<file path="config.mk">
export PLATFORM = sky130hd
export DESIGN_NAME = spi_flash_arbiter_flat
export DESIGN_NICKNAME = d
export VERILOG_FILES = /design/src/rtl/spi_flash_arb_pkg.sv /design/src/rtl/spi_flash_arbiter_if.sv /design/src/rtl/spi_flash_arb_port.sv /design/src/rtl/spi_flash_arbiter.sv /design/src/flat_wrapper.sv
export SDC_FILE = /design/constraint.sdc
export NUM_CORES = 1
export LEC_CHECK = 0
export CAP_MARGIN = 10
export CORE_ASPECT_RATIO = 1.4
export CORE_UTILIZATION = 47
export CTS_CLUSTER_DIAMETER = 100
export DETAILED_ROUTE_END_ITERATION = 8
export PLACE_DENSITY = 0.78
export REMOVE_ABC_BUFFERS = 1
export SKIP_CTS_REPAIR_TIMING = 1
export SYNTH_ARGS = -nofsm -noshare
export SYNTH_HDL_FRONTEND = slang
export SYNTH_SLANG_ARGS = --single-unit
export TNS_END_PERCENT = 30
</file>
<file path="constraint.sdc">
create_clock -name clk -period 5.9 [get_ports clk]
set_clock_uncertainty 0.05 [all_clocks]
set_input_delay 1.18 -clock clk [delete_from_list [all_inputs] [get_ports clk]]
set_output_delay 1.18 -clock clk [all_outputs]
set_load 0.05 [all_outputs]
</file>
<file path="src/rtl/spi_flash_arb_pkg.sv">
// Shared types and constants for the two-port SPI flash read arbiter.
package spi_flash_arb_pkg;

    localparam int ADDR_W_DEF = 20;
    localparam int DATA_W_DEF = 32;

    localparam logic PORT_I = 1'b0;
    localparam logic PORT_D = 1'b1;

    typedef enum logic [2:0] {
        IDLE,
        ISSUE,
        WAIT_ACK,
        WAIT_DATA,
        DONE
    } state_t;

endpackage

</file>
<file path="src/rtl/spi_flash_arbiter_if.sv">
// Bus bundle for the arbiter: two requester ports (I, D) plus the flash side.
// slave is the arbiter's view; master is the surrounding core/flash view.
interface spi_flash_arbiter_if
    import spi_flash_arb_pkg::*;
#(
    parameter int ADDR_W = ADDR_W_DEF,
    parameter int DATA_W = DATA_W_DEF
);
    logic              i_rstrb;
    logic [ADDR_W-1:0] i_word_address;
    logic [DATA_W-1:0] i_rdata;
    logic              i_rbusy;

    logic              d_rstrb;
    logic [ADDR_W-1:0] d_word_address;
    logic [DATA_W-1:0] d_rdata;
    logic              d_rbusy;

    logic              flash_rstrb;
    logic [ADDR_W-1:0] flash_word_address;
    logic [DATA_W-1:0] flash_rdata;
    logic              flash_rbusy;

    modport slave (
        input  i_rstrb, i_word_address, d_rstrb, d_word_address,
        input  flash_rdata, flash_rbusy,
        output i_rdata, i_rbusy, d_rdata, d_rbusy,
        output flash_rstrb, flash_word_address
    );

    modport master (
        output i_rstrb, i_word_address, d_rstrb, d_word_address,
        output flash_rdata, flash_rbusy,
        input  i_rdata, i_rbusy, d_rdata, d_rbusy,
        input  flash_rstrb, flash_word_address
    );
endinterface

</file>
<file path="src/rtl/spi_flash_arb_port.sv">
// One requester port: strobe capture, pending flag, rbusy/rdata registers.
// Optional one-entry read cache when SPI_FLASH_ARB_CACHE_EN is defined.
module spi_flash_arb_port
    import spi_flash_arb_pkg::*;
#(
    parameter int ADDR_W = ADDR_W_DEF,
    parameter int DATA_W = DATA_W_DEF
) (
    input  logic              clk,
    input  logic              reset,
    input  logic              rstrb,
    input  logic [ADDR_W-1:0] word_address,
    input  logic              done,
    input  logic [DATA_W-1:0] fill_data,
    output logic              pend,
    output logic [ADDR_W-1:0] addr,
    output logic [DATA_W-1:0] rdata,
    output logic              rbusy
);

    logic accept;
    assign accept = rstrb & ~rbusy;

`ifdef SPI_FLASH_ARB_CACHE_EN
    logic              c_valid;
    logic [ADDR_W-1:0] c_tag;
    logic [DATA_W-1:0] c_data;
    logic              hit_q;
    logic              hit;

    assign hit = c_valid && (c_tag == word_address);

    // Capture / complete requests; a hit is served locally in one busy cycle.
    always_ff @(posedge clk or posedge reset) begin
        if (reset) begin
            pend    <= 1'b0;
            addr    <= '0;
            rdata   <= '0;
            rbusy   <= 1'b0;
            hit_q   <= 1'b0;
            c_valid <= 1'b0;
            c_tag   <= '0;
            c_data  <= '0;
        end else begin
            hit_q <= 1'b0;
            if (accept && hit) begin
                rbusy <= 1'b1;
                hit_q <= 1'b1;
            end else if (accept) begin
                pend  <= 1'b1;
                addr  <= word_address;
                rbusy <= 1'b1;
            end else if (hit_q) begin
                rbusy <= 1'b0;
                rdata <= c_data;
            end else if (done) begin
                pend    <= 1'b0;
                rbusy   <= 1'b0;
                rdata   <= fill_data;
                c_valid <= 1'b1;
                c_tag   <= addr;
                c_data  <= fill_data;
            end
        end
    end
`else
    // Capture a strobe when idle; release the port when the arbiter completes it.
    always_ff @(posedge clk or posedge reset) begin
        if (reset) begin
            pend  <= 1'b0;
            addr  <= '0;
            rdata <= '0;
            rbusy <= 1'b0;
        end else if (accept) begin
            pend  <= 1'b1;
            addr  <= word_address;
            rbusy <= 1'b1;
        end else if (done) begin
            pend  <= 1'b0;
            rbusy <= 1'b0;
            rdata <= fill_data;
        end
    end
`endif

endmodule

</file>
<file path="src/rtl/spi_flash_arbiter.sv">
// Round-robin arbiter sharing one MappedSPIFlash read port between an
// instruction port (I) and a data port (D).
// Optional per-port read cache: define SPI_FLASH_ARB_CACHE_EN.
module spi_flash_arbiter
    import spi_flash_arb_pkg::*;
#(
    parameter int ADDR_W      = ADDR_W_DEF,
    parameter int DATA_W      = DATA_W_DEF,
    parameter int ACK_TIMEOUT = 15
) (
    input  logic                 clk,
    input  logic                 reset,
    spi_flash_arbiter_if.slave   bus
);

    localparam int TO_W = $clog2(ACK_TIMEOUT + 1);

    logic [1:0]             rstrb_v;
    logic [1:0][ADDR_W-1:0] waddr_v;
    logic [1:0]             done_v;
    logic [1:0]             pend_v;
    logic [1:0][ADDR_W-1:0] addr_v;
    logic [1:0][DATA_W-1:0] rdata_v;
    logic [1:0]             rbusy_v;

    state_t            state;
    logic              grant;
    logic              last_grant;
    logic              nxt_grant;
    logic [TO_W-1:0]   to_cnt;
    logic              flash_rstrb_q;
    logic [ADDR_W-1:0] flash_addr_q;

    assign rstrb_v = {bus.d_rstrb, bus.i_rstrb};
    assign waddr_v = {bus.d_word_address, bus.i_word_address};

    assign done_v[PORT_I] = (state == DONE) && (grant == PORT_I);
    assign done_v[PORT_D] = (state == DONE) && (grant == PORT_D);

    for (genvar p = 0; p < 2; p++) begin : g_port
        spi_flash_arb_port #(.ADDR_W(ADDR_W), .DATA_W(DATA_W)) u_port (
            .clk          (clk),
            .reset        (reset),
            .rstrb        (rstrb_v[p]),
            .word_address (waddr_v[p]),
            .done         (done_v[p]),
            .fill_data    (bus.flash_rdata),
            .pend         (pend_v[p]),
            .addr         (addr_v[p]),
            .rdata        (rdata_v[p]),
            .rbusy        (rbusy_v[p])
        );
    end

    assign bus.i_rdata            = rdata_v[PORT_I];
    assign bus.i_rbusy            = rbusy_v[PORT_I];
    assign bus.d_rdata            = rdata_v[PORT_D];
    assign bus.d_rbusy            = rbusy_v[PORT_D];
    assign bus.flash_rstrb        = flash_rstrb_q;
    assign bus.flash_word_address = flash_addr_q;

    // Tie goes to the port that did not win last; a lone requester always wins.
    always_comb begin
        nxt_grant = PORT_I;
        if (pend_v[PORT_I] && pend_v[PORT_D]) nxt_grant = ~last_grant;
        else if (pend_v[PORT_D])              nxt_grant = PORT_D;
    end

    // Flash access sequencer; strobe and address are registered outputs.
    always_ff @(posedge clk or posedge reset) begin
        if (reset) begin
            state         <= IDLE;
            grant         <= PORT_I;
            last_grant    <= PORT_D;
            to_cnt        <= '0;
            flash_rstrb_q <= 1'b0;
            flash_addr_q  <= '0;
        end else begin
            case (state)
                IDLE: if (|pend_v) begin
                    grant         <= nxt_grant;
                    flash_rstrb_q <= 1'b1;
                    flash_addr_q  <= addr_v[nxt_grant];
                    state         <= ISSUE;
                end
                ISSUE: begin
                    flash_rstrb_q <= 1'b0;
                    to_cnt        <= '0;
                    state         <= WAIT_ACK;
                end
                // A flash that never raises busy is assumed to have answered already.
                WAIT_ACK: begin
                    if (bus.flash_rbusy)                          state  <= WAIT_DATA;
                    else if (to_cnt == TO_W'(ACK_TIMEOUT - 1))    state  <= DONE;
                    if (to_cnt != TO_W'(ACK_TIMEOUT))             to_cnt <= to_cnt + 1'b1;
                end
                WAIT_DATA: if (!bus.flash_rbusy) state <= DONE;
                DONE: begin
                    last_grant <= grant;
                    state      <= IDLE;
                end
                default: state <= IDLE;
            endcase
        end
    end

endmodule

</file>
<file path="src/flat_wrapper.sv">
// flat-port wrapper written by rule: the top's interface ports become plain ports
module spi_flash_arbiter_flat import spi_flash_arb_pkg::*;
#(
    parameter int ADDR_W      = ADDR_W_DEF,
    parameter int DATA_W      = DATA_W_DEF,
    parameter int ACK_TIMEOUT = 15
)
  (clk, reset, bus_i_rstrb, bus_i_word_address, bus_d_rstrb, bus_d_word_address, bus_flash_rdata, bus_flash_rbusy, bus_i_rdata, bus_i_rbusy, bus_d_rdata, bus_d_rbusy, bus_flash_rstrb, bus_flash_word_address);
  spi_flash_arbiter_if #(.ADDR_W(ADDR_W), .DATA_W(DATA_W)) bus_i ();
  input  logic clk;
  input  logic reset;
  input wire logic [$bits(bus_i.i_rstrb)-1:0] bus_i_rstrb;
  input wire logic [$bits(bus_i.i_word_address)-1:0] bus_i_word_address;
  input wire logic [$bits(bus_i.d_rstrb)-1:0] bus_d_rstrb;
  input wire logic [$bits(bus_i.d_word_address)-1:0] bus_d_word_address;
  input wire logic [$bits(bus_i.flash_rdata)-1:0] bus_flash_rdata;
  input wire logic [$bits(bus_i.flash_rbusy)-1:0] bus_flash_rbusy;
  output wire logic [$bits(bus_i.i_rdata)-1:0] bus_i_rdata;
  output wire logic [$bits(bus_i.i_rbusy)-1:0] bus_i_rbusy;
  output wire logic [$bits(bus_i.d_rdata)-1:0] bus_d_rdata;
  output wire logic [$bits(bus_i.d_rbusy)-1:0] bus_d_rbusy;
  output wire logic [$bits(bus_i.flash_rstrb)-1:0] bus_flash_rstrb;
  output wire logic [$bits(bus_i.flash_word_address)-1:0] bus_flash_word_address;
  assign bus_i.i_rstrb = bus_i_rstrb;
  assign bus_i.i_word_address = bus_i_word_address;
  assign bus_i.d_rstrb = bus_d_rstrb;
  assign bus_i.d_word_address = bus_d_word_address;
  assign bus_i.flash_rdata = bus_flash_rdata;
  assign bus_i.flash_rbusy = bus_flash_rbusy;
  assign bus_i_rdata = bus_i.i_rdata;
  assign bus_i_rbusy = bus_i.i_rbusy;
  assign bus_d_rdata = bus_i.d_rdata;
  assign bus_d_rbusy = bus_i.d_rbusy;
  assign bus_flash_rstrb = bus_i.flash_rstrb;
  assign bus_flash_word_address = bus_i.flash_word_address;
  spi_flash_arbiter #(.ADDR_W(ADDR_W), .DATA_W(DATA_W), .ACK_TIMEOUT(ACK_TIMEOUT)) u_core (.clk(clk), .reset(reset), .bus(bus_i));
endmodule
</file>
==> flow_metrics.tcl, run 1 <==
set metrics [dict create \
    grtUsageTotal_pct 21.0 \
    final_common_cell "clkdlybuf4s50_1" \
    syn_area_per_cell_um2 16.3 \
    pwr_density_cell_nw_per_um2 662 \
    drc 0 \
    rr_endpoint "u_core.g_port[0].u_port.rdata[21]" \
    clockBufferDepth 2 \
    dpl.hpwl_mm 8.09 \
    fin_setup_tns_ns 0 \
    dpl_worst_slack_ns 2.59 \
    p_leak_nw 3.58 \
    clk_latency_ns 0.40 \
    endpoint "bus_i_rbusy" \
    via_count 3435 \
    cp.depth 1 \
    port_buffers 163 \
    crit_chain "clkdlybuf4s50_1" \
    drv_slew 0 \
    drt_wl_total_mm 12.0 \
    core-area_um2 11400 \
    hold_class "register to register" \
    cts_buffers 17 \
    synth_edf_count 0 \
    cp_slowest_cell "clkdlybuf4s50_1" \
    seq_area_frac_synth_pct 61.3 \
    worst-r2r-setup-slack_ns 3.58 \
    layout_common_cells "clkdlybuf4s50_1, dfrtp_1, mux2_2" \
    cp.arrival_ns 1.80 \
    htree_levels 4 \
    wl_met1_mm 4.58 \
    antenna_found_initial 0 \
    area_delta_synth_final_pct 43.4 \
    ant_nets 0 \
    ys_ff_latch 136 \
    grt_max_degree 49 \
    grt_pass1_wl_mm 19.4 \
    final.min_clock_period_ns 3.03 \
    max_stage_delay_ns 0.88 \
    fin_crit_sh_pct 51.3 \
    antennaDiodeCount 0 \
    rsz0062_at_grt "false" \
    worst_setup_path_start_kind "register" \
    gp_congestion 0.753 \
    drive_gt1_share_pct 36.3 \
    clockRootBuffer "clkbuf_16" \
    yosysWarningCount 0 \
    die_w_um 93.9 \
    layout_setup_ws_ns 2.87 \
    critPathLaunch "u_core.g_port[0].u_port.rbusy" \
    worstSetupPathType "register to primary output" \
    hold_viol 0 \
    design.die.area_um2 12300 \
    peakVddDrop_v 0.000427 \
    synthDistinctLibCells 34 \
    io_pins 164 \
    grt_pass1_vias 3857 \
    status "finished, final reports clean" \
    top_layer "met4" \
    r2r_start "u_core.state[0]" \
    ff2ff_path_depth 3 \
    start_util_pct 48.7 \
    cp_num_buf_inv 1 \
    layout.nets 593 \
    cts_num_sinks 136 \
    relSlewSlack_pct 24.6 \
    num_rows 46 \
    fin_total_pwr_mw 5.27 \
    path_max_fanout 7 \
    drv_cap 0 \
    max_freq_ghz 0.330 \
    synthCells 341 \
    grt_overflow 0 \
    routed_via_density 5.13 \
    drt_first_pass_iters 5 \
    drt_iter0_drc 119 \
    wl_per_cell_um 17.9 \
    cts.clk_slew.worst_paths_ns 0.06 \
    cp.required_ns 4.67 \
    crit_path_end_kind "primary output" \
    tightest_slew_ns 1.13 \
    cts_tree "done" \
    synth_flop_cell "dfrtp_1" \
    setup_viol 0 \
    critPathTopFamily "buffers and inverters" \
    async_flop_share_pct 100 \
    chipHeight_um 131 \
    syn_area_um2 5550 \
    route.met2.wl_mm 6.34 \
    wl_met3_um 925 \
]
layout make-up:
cell class | count | area, µm²
clock inverter | 14 | 200
clock buffer | 17 | 425
fill | 818 | 3440
timing repair buffer | 170 | 1680
tap | 144 | 180
sequential | 136 | 3400
multi-input combinational | 187 | 2060
inverter | 2 | 10.0
cells in the mapped netlist (2+ instances only):
cell / n / area, µm²
a21oi_1: 2 / 10.0
buf_2: 11 / 55.1
buf_4: 2 / 15.0
buf_6: 3 / 33.8
dfrtp_1: 135 / 3380
ha_1: 2 / 25.0
inv_1: 2 / 7.51
mux2_1: 3 / 33.8
mux2_2: 113 / 1270
mux2_4: 30 / 450
mux2i_1: 3 / 30.0
nand2_1: 6 / 22.5
nand2b_1: 2 / 12.5
nand3_1: 3 / 15.0
nor2_1: 4 / 15.0
nor2b_1: 2 / 12.5
state kept, by name (all words and copies together) (netlist names):
name / flops
u_core.to_cnt: 4
u_core.grant: 1
u_core.g_port.u_port.addr: 40
u_core.state: 3
u_core.bus.flash_word_address: 20
u_core.bus.flash_rstrb: 1
u_core.g_port.u_port.rdata: 64
u_core.last_grant: 1
u_core.g_port.u_port.rbusy: 2
per-stage QoR:
| stage | instances | instance area [µm²] | util [%] | hold WS (ns) |
|---|---|---|---|---|
| after floorplan | 325 | 5450 | - | 0.419 |
| after global placement | 639 | 7330 | 64.4 | 0.409 |
| after detailed placement | 639 | 7330 | 64.4 | 0.418 |
| after CTS | 670 | 7960 | 69.9 | 0.431 |
| after global routing | 670 | 7960 | 69.9 | 0.435 |
| final | 670 | 7960 | 69.9 | 0.428 |
report_power, final:
| part | switching, mW | internal (mW) | total (mW) |
|---|---|---|---|
| registers | 0.273 | 1.38 | 1.65 |
| logic | 1.42 | 1.07 | 2.50 |
| clock network | 0.408 | 0.709 | 1.12 |
| total | 2.10 | 3.16 | 5.27 |
routing by layer:
layer  track usage (%)  up-vias
met5                 0        -
met4              6.79        0
met3              7.70       10
met2              35.7      111
met1              24.6     1752
li1                  -     1562
cell families after synthesis:
logic type	after synthesis	share of synthesized area, %
adders and majority gates	2	0.451
and+or+nand+nor	26	2.82
muxes	149	32.2
AOI/OAI and AO/OA	10	1.22
DFF	136	61.3
buffers and inverters	18	2.01
worst min path at each step:
stage,end,depth (start not counted),startpoint
2_1_floorplan,u_core.to_cnt[3],1,u_core.to_cnt[3]
3_3_place_gp,u_core.bus.flash_rstrb,1,u_core.bus.flash_rstrb
3_5_place_dp,u_core.bus.flash_rstrb,1,u_core.bus.flash_rstrb
4_1_cts,u_core.bus.flash_rstrb,1,u_core.bus.flash_rstrb
5_1_grt,u_core.bus.flash_rstrb,1,u_core.bus.flash_rstrb
6_report,u_core.bus.flash_rstrb,1,u_core.bus.flash_rstrb
Note: power is estimated with default switching activity, not from simulation.
==> run 2: changes to the inputs <==
CORE_UTILIZATION = 43   (was 47)
PLACE_DENSITY = 0.75   (was 0.78)
clock period = 2.5 ns   (was 5.9 ns; I/O delays follow)
==> flow_metrics.tcl, run 2 (synthesis results as in run 1) <==
set metrics [dict create \
    antenna_found_initial 0 \
    largest_reg_flops 64 \
    htree_levels 4 \
    routed_via_density 5.03 \
    via_count 3421 \
    final_util_pct 64.8 \
    crit_path_end_kind "primary output" \
    drt_iter0_drc 84 \
    largest_register "u_core.g_port.u_port.rdata" \
    crit_chain "clkdlybuf4s50_1" \
    max_stage_delay_ns 0.89 \
    worstSetupPathType "register to primary output" \
    start_util_pct 44.7 \
    drt_wl_total_mm 12.3 \
    hold_viol 0 \
    drc 8 \
    cts_num_sinks 136 \
    final-seq-area_um2 3400 \
    grtUsageTotal_pct 19.4 \
    grt_overflow 0 \
    final_common_cell "clkdlybuf4s50_1" \
    whs_ns 0.418 \
    cp.arrival_ns 1.84 \
    cp.required_ns 1.95 \
    drv_cap 0 \
    cts_tree "done" \
    multiInputGateArea_um2 2060 \
    antennaDiodeCount 0 \
    cp_num_buf_inv 1 \
    area_delta_synth_final_pct 45.2 \
    chipHeight_um 136 \
    final.min_clock_period_ns 2.39 \
    max_freq_ghz 0.419 \
    tightest_slew_ns 0.536 \
    status "finished, violations left" \
    cp_slowest_cell "clkdlybuf4s50_1" \
    gp_congestion 0.750 \
    grt_pass1_wl_mm 19.8 \
    p_leak_nw 3.63 \
    hold_class "primary input to asynchronous set/reset pin" \
    peakVddDrop_v 0.000930 \
    grt_max_degree 36 \
    dpl.hpwl_mm 8.40 \
    fin_area_um2 8060 \
    fin_crit_sh_pct 95.4 \
    relSlewSlack_pct 64.1 \
    setup_viol 0 \
    clockBufferDepth 2 \
    cts_buffers 17 \
    clk_latency_ns 0.41 \
    fillCellCount 921 \
    die_w_um 98.0 \
    critPathTopFamily "buffers and inverters" \
    ant_nets 0 \
    clockRootBuffer "clkbuf_16" \
    drv_slew 0 \
    path_max_fanout 7 \
    worst_setup_path_start_kind "register" \
    drt_first_pass_iters 6 \
    design.die.area_um2 13400 \
    drive_gt1_share_pct 36.8 \
    layout_common_cells "clkdlybuf4s50_1, dfrtp_1, mux2_2" \
    wl_per_cell_um 18.1 \
    grt_pass1_vias 3827 \
    port_buffers 163 \
    num_rows 48 \
    pwr_density_cell_nw_per_um2 1550 \
    rsz0062_at_grt "false" \
    violations "design-rule violations" \
    core-area_um2 12400 \
    layout.nets 596 \
    io_pins 164 \
    placed_area_um2 7440 \
    cts.clk_slew.worst_paths_ns 0.06 \
]
==> run 2: metal layers <==
layer	vias to the layer above	part of all wire [%]	global-route usage, %
met5	-	0	0
met1	1741	39	22.6
li1	1554	-	-
met3	13	7.2	7.15
met4	0	1.3	6.40
met2	113	53	33.1
==> run 2: final timing paths <==
path	startpoint	end	slack (ns)	depth (start not counted)
min in group clk	u_core.bus.flash_rstrb	u_core.bus.flash_rstrb	0.43	1
worst min register to register	u_core.bus.flash_rstrb	u_core.bus.flash_rstrb	0.43	1
worst max-delay path	u_core.g_port[0].u_port.rbusy	bus_i_rbusy	0.11	1
max in group asynchronous	reset	u_core.last_grant	1.34	3
worst max register to register	u_core.g_port[1].u_port.rbusy	u_core.bus.flash_word_address[12]	0.51	4
worst min-delay path	reset	u_core.g_port[1].u_port.rdata[20]	0.42	2
==> run 2: stage by stage <==
stage	TNS (ns)	setup WS, ns	total power, mW	std cells
2_1_floorplan	-283.23	-1.69	7.86	325
3_3_place_gp	0	0.409	9.76	648
3_5_place_dp	0	0.389	9.92	648
4_1_cts	0	0.0761	12.6	680
5_1_grt	0	0.0429	13.0	680
6_report	0	0.115	12.5	680
==> run 2: layout make-up <==
cell class	count	share of cell area (%)
Sequential cell	136	42.2
Clock buffer	18	5.45
Multi-Input combinational cell	187	25.5
Timing Repair Buffer	173	22.1
Clock inverter	14	2.27
Inverter	2	0.124
Tap cell	150	2.33
==> run 2: power breakdown <==
group	switching [mW]	internal, mW
clock network	1.00	1.62
logic	3.38	2.58
registers	0.645	3.25
total	5.03	7.46
